**config.mk**
```make
export PLATFORM = sky130hd
export DESIGN_NAME = tbird_input_cond
export DESIGN_NICKNAME = d
export VERILOG_FILES = /design/src/rtl/tbird_pkg.sv /design/src/rtl/tbird_debounce.sv /design/src/rtl/tbird_input_cond.sv
export SDC_FILE = /design/constraint.sdc
export NUM_CORES = 1
export LEC_CHECK = 0
export BUFFER_PORTS_ARGS = -buffer_cell sky130_fd_sc_hd__buf_2
export CORE_MARGIN = 5
export CORE_UTILIZATION = 38
export CTS_BUF_LIST = sky130_fd_sc_hd__clkbuf_4 sky130_fd_sc_hd__clkbuf_8 sky130_fd_sc_hd__clkbuf_16
export DETAILED_ROUTE_END_ITERATION = 10
export PLACE_DENSITY_LB_ADDON = 0.05
export SYNTH_ARGS = -nofsm -noshare
export SYNTH_HDL_FRONTEND = slang
export SYNTH_HIERARCHICAL = 1
export SYNTH_SLANG_ARGS = --single-unit
```
**constraint.sdc**
```tcl
create_clock -name clk -period 1.3 [get_ports clk]
set_input_delay 0.13 -clock clk [delete_from_list [all_inputs] [get_ports clk]]
set_output_delay 0.13 -clock clk [all_outputs]
set_load 0.01 [all_outputs]
```
**src/rtl/tbird_pkg.sv**
```systemverilog
// Shared debounce state encoding and default timing constants for the
// Thunderbird input conditioning stage.
package tbird_pkg;

   typedef enum logic [1:0] {
      DB_LOW  = 2'b00,
      DB_RISE = 2'b01,
      DB_HIGH = 2'b10,
      DB_FALL = 2'b11
   } db_state_t;

   localparam int DB_CYCLES_DEF = 4;
   localparam int STEP_DIV_DEF  = 8;

   // Debounced level implied by a state: high while settled high or while a fall is pending.
   function automatic logic db_level(input db_state_t s);
      return (s == DB_HIGH) || (s == DB_FALL);
   endfunction

endpackage

```
**src/rtl/tbird_debounce.sv**
```systemverilog
// One switch channel: 2-flop synchronizer followed by a counting debounce FSM
// whose level output changes only after DB_CYCLES consecutive equal samples.
module tbird_debounce
   import tbird_pkg::*;
#(
   parameter int DB_CYCLES = DB_CYCLES_DEF
)
(
   input  logic clk,
   input  logic clr,
   input  logic sw_i,
   output logic level_o
);

   localparam int CW = (DB_CYCLES > 1) ? $clog2(DB_CYCLES) : 1;
   localparam logic [CW-1:0] CNT_LAST = CW'(DB_CYCLES - 1);
   localparam logic [CW-1:0] CNT_ONE  = CW'(1);

   logic          sync1_q;
   logic          sync2_q;
   db_state_t     state_q;
   logic [CW-1:0] cnt_q;
   logic          level_q;

   always_ff @(posedge clk) begin
      if (clr) begin
         sync1_q <= 1'b0;
         sync2_q <= 1'b0;
         state_q <= DB_LOW;
         cnt_q   <= '0;
         level_q <= 1'b0;
      end else begin
         sync1_q <= sw_i;
         sync2_q <= sync1_q;
         unique case (state_q)
            DB_LOW: begin
               if (sync2_q) begin
                  state_q <= DB_RISE;
                  cnt_q   <= CNT_ONE;
               end
            end
            DB_RISE: begin
               if (!sync2_q) begin
                  state_q <= DB_LOW;
                  cnt_q   <= '0;
               end else if (cnt_q == CNT_LAST) begin
                  state_q <= DB_HIGH;
                  cnt_q   <= '0;
                  level_q <= db_level(DB_HIGH);
               end else begin
                  cnt_q <= cnt_q + CNT_ONE;
               end
            end
            DB_HIGH: begin
               if (!sync2_q) begin
                  state_q <= DB_FALL;
                  cnt_q   <= CNT_ONE;
               end
            end
            DB_FALL: begin
               if (sync2_q) begin
                  state_q <= DB_HIGH;
                  cnt_q   <= '0;
               end else if (cnt_q == CNT_LAST) begin
                  state_q <= DB_LOW;
                  cnt_q   <= '0;
                  level_q <= db_level(DB_LOW);
               end else begin
                  cnt_q <= cnt_q + CNT_ONE;
               end
            end
         endcase
      end
   end

   assign level_o = level_q;

endmodule

```
**src/rtl/tbird_input_cond.sv**
```systemverilog
// Turns raw left/right/hazard switches into mutually exclusive registered requests
// and paces the downstream light FSM with a periodic one-cycle step pulse.
module tbird_input_cond
   import tbird_pkg::*;
#(
   parameter int DB_CYCLES = DB_CYCLES_DEF,
   parameter int STEP_DIV  = STEP_DIV_DEF
)
(
   input  logic clk,
   input  logic clr,
   input  logic left_sw,
   input  logic right_sw,
   input  logic haz_sw,
   output logic left,
   output logic right,
   output logic haz,
   output logic step
);

   localparam int DW = (STEP_DIV > 1) ? $clog2(STEP_DIV) : 1;
   localparam logic [DW-1:0] DIV_LAST = DW'(STEP_DIV - 1);
   localparam logic [DW-1:0] DIV_ONE  = DW'(1);

   // Channel order: 0 = left, 1 = right, 2 = hazard.
   logic [2:0] sw_raw;
   logic [2:0] lvl;

   assign sw_raw = {haz_sw, right_sw, left_sw};

   generate
      for (genvar gi = 0; gi < 3; gi++) begin : g_db
         tbird_debounce #(
            .DB_CYCLES(DB_CYCLES)
         ) u_db (
            .clk     (clk),
            .clr     (clr),
            .sw_i    (sw_raw[gi]),
            .level_o (lvl[gi])
         );
      end
   endgenerate

   logic          left_q,  left_d;
   logic          right_q, right_d;
   logic          haz_q,   haz_d;
   logic          step_q,  step_d;
   logic [DW-1:0] div_q,   div_d;
   logic          restart;

   always_comb begin
      haz_d   = lvl[2] | (lvl[0] & lvl[1]);
      left_d  = lvl[0] & ~lvl[1] & ~lvl[2];
      right_d = lvl[1] & ~lvl[0] & ~lvl[2];
      // A fresh request from idle realigns the step phase so the light FSM starts promptly.
      restart = ({left_q, right_q, haz_q} == 3'b000) && ({left_d, right_d, haz_d} != 3'b000);
      if (restart) begin
         div_d  = '0;
         step_d = 1'b0;
      end else begin
         step_d = (div_q == DIV_LAST);
         div_d  = (div_q == DIV_LAST) ? '0 : div_q + DIV_ONE;
      end
   end

   always_ff @(posedge clk) begin
      if (clr) begin
         left_q  <= 1'b0;
         right_q <= 1'b0;
         haz_q   <= 1'b0;
         step_q  <= 1'b0;
         div_q   <= '0;
      end else begin
         left_q  <= left_d;
         right_q <= right_d;
         haz_q   <= haz_d;
         step_q  <= step_d;
         div_q   <= div_d;
      end
   end

   assign left  = left_q;
   assign right = right_q;
   assign haz   = haz_q;
   assign step  = step_q;

endmodule

```
==> results summary <==
The nature of the critical path endpoint is a flip-flop. The total of flip-flops plus latches after synthesis is 28. The distinct cell type count of the synthesized netlist came out at 25.

The library cell used most frequently in the layout, excluding fill and tap cells, is dfxtp_1. The height of the die is 65.4 um. The via count of the first global-routing pass came out at 775. By instance count, the cell type seen most on the critical path is ha_4.

Counting I/O delays and the setup requirement, the final critical path takes 1.25 ns. The hold violation total from the final report is 0. The total of endpoints with negative setup slack in the final report is 0.

The power density of the placed cells is 1010 nW/um^2. Setup repair after global routing could not meet its margin everywhere. Each instance of the synthesized netlist takes up on average 11.5 sq um. The number of violations of the max-capacitance limit is 0. The detail-routed net length per standard cell is 12.1 um. The startpoint of the worst setup timing path is div_q[0]$_SDFF_PP0_. The number of setup buffers added after CTS came out at 0. The worst-margin pin slew is 0.562 ns.

The global-route usage over all layers came out at 0.0987. The critical setup path kind is reg -> reg. Clock tree synthesis selected as its root buffer the cell clkbuf_4. After detailed routing, the number of remaining DRC violations is 0. The number of max-slew violations in the final report is 0. In this run the static leakage power is 0.510 nW.

The maximum operating frequency came out at 798 MHz. For the worst setup path, the data arrival time is 1.51 ns. The top cell types in the final layout, fill and taps aside, are dfxtp_1 (26), a21oi_1 (8), buf_2 (8). Traced cell by cell, the critical path runs through ha_4 > ha_4 > or3b_1 > a21oi_1.

On the worst path, the slowest cell contributes a delay of 0.36 ns. The category of the worst setup path launch point is a flip-flop. The number of nets handed over by synthesis was 114. The routed via count divided by cell count is 5.29. The standard cell core area came out at 3000 sq um. Input and output buffers added on the ports amount to 8.

The clock-pin slew on the worst setup and hold paths is 0.14 ns. TritonCTS built the clock tree. The synthesis-to-finish area growth came out at 13.0%. In this run the cell area of the synthesized design comes to 1170 sq um. The worst-skew pair later-pin latency came out at 0.32 ns. The starting density of the core is 0.388. The layout net count came out at 129. The worst IR drop on VDD came out at 0.352 mV.

Final hold analysis gives a worst-case slack of 0.0133 ns. The post-placement cell area is 1250 sq um. The count of standard-cell rows is 20. The number of I/O pins is 9. Entering global routing, the biggest net connects 32 pins. Of the cells placed in the final design, the portion with a size suffix greater than 1 is 0.237. The aggregate routed wire length came out at 1780 um. Yosys printed 6 warnings.

The number of clock buffers inserted by TritonCTS is 3. The data required time at the worst endpoint is 1.56 ns. Once layout is done, the placed cells without fillers occupy 1320 sq um. The final antenna-violating net count came out at 0. Counting every sink on the clock net gives 28. The die covers 4280 sq um. The post-synthesis instance total is 101. The sum of negative setup slack is 0 ns. The class of the tightest hold or removal check is in -> reg.

The first-iteration detailed-routing DRC count is 23. The sequential share of the synthesized area came out at 0.481. The largest fanout on the critical path is 2. The global-route wire length before repair is 3320 um.

In the finished design, the share of the clock period the worst path needs comes to 0.963. The clock passes through at most 2 buffers. The number of antenna violations at the first check in global routing came out at 0. The placer's final routability congestion estimate came out at 0.656. The run finished with clean final reports.

CTS built an H-tree with a depth of 1. The number of antenna diodes in the final layout is 0. The worst hold path begins at right_sw. Measured against its own limit, the worst slew margin works out to 0.625. The leftover overflow at the end of global routing is 0.

The half-perimeter wire length of the detailed placement result is 1210 um. The worst clock skew is 0.00622 ns. The launching point of the worst reg2reg path is div_q[0]$_SDFF_PP0_.

The horizontal die dimension is 65.4 um. Before antenna repair, the detailed router went through 4 iterations. The detailed-route via count came out at 777. The critical path's slowest cell is dfxtp_2.
power breakdown:
part	internal, mW	switching [mW]
registers	0.885	0.0229
logic	0.0405	0.0331
clock network	0.108	0.239
logic make-up after synthesis:
kind of cell	share of synthesized area
AND/OR/NAND/NOR	0.172
buffers and inverters	0.0193
XOR/XNOR	0.0354
flip-flops	0.481
adder cells (fa/ha/maj)	0.0858
multiplexers	0.0258
AO/OA/AOI/OAI	0.181
critical path: cells and delay by family (launching register included):
family	cells	cell delay, ns
DFF	1	0.36
adders and majority gates	2	0.40
and+or+nand+nor	1	0.33
AOI/OAI and AO/OA	1	0.11
layout make-up:
cell class	instances	area, sq um
Tap cell	33	41.3
Timing Repair Buffer	10	60.1
Sequential cell	28	563
Inverter	6	22.5
Fill cell	289	1690
Multi-Input combinational cell	67	608
Clock buffer	3	22.5
layer usage:
layer / part of all wire / GRT usage / up-vias
li1: - / - / 403
met4: 0.010 / 0.0466 / 0
met3: 0.035 / 0.0205 / 2
met1: 0.51 / 0.127 / 362
met5: 0 / 0 / -
met2: 0.44 / 0.157 / 10
cell usage after synthesis:
cell,instances,share of area
dfxtp_1,28,0.48
a21oi_1,8,0.034
ha_1,8,0.086
inv_1,6,0.019
nor2b_1,6,0.032
or3b_1,5,0.038
a211oi_1,4,0.026
a2111oi_2,3,0.039
a21bo_2,3,0.026
a31oi_1,3,0.016
mux2i_1,3,0.026
nand3_1,3,0.013
nand3b_1,3,0.019
o21a_1,3,0.019
a211oi_2,2,0.021
and4b_1,2,0.017
nor4b_1,2,0.015
xnor2_2,2,0.028
and4b_2,1,0.0097
nand2b_1,1,0.0054
nor2_1,1,0.0032
nor3_1,1,0.0043
or3_1,1,0.0054
or3_4,1,0.0097
xnor2_1,1,0.0075
worst paths after layout:
check             depth (start not counted)                               to  slack, ns
hold reg to reg                           1  g_db[1].u_db/sync2_q$_SDFF_PP0_       0.45
setup / recovery                          4              div_q[2]$_SDFF_PP0_       0.05
hold / removal                            2  g_db[1].u_db/sync1_q$_SDFF_PP0_       0.01
setup reg to reg                          4              div_q[2]$_SDFF_PP0_       0.05
through the flow:
step	utilization	std cells	total power [mW]	worst slack [ns]
floorplan	-	101	0.957	0.0857
global placement	0.415	142	0.983	0.0694
detailed placement	0.415	142	0.987	0.0500
CTS	0.430	147	1.34	0.0183
global route	0.439	147	1.40	-0.0196
finish	0.439	147	1.33	0.0476
what timing repair did:
item,4_1_cts,5_1_grt
hold buffers,2,0
resized for setup,0,5
endpoints found under the hold margin,2,0
endpoints found under the setup margin,0,3
(Power assumes the default switching activity.)
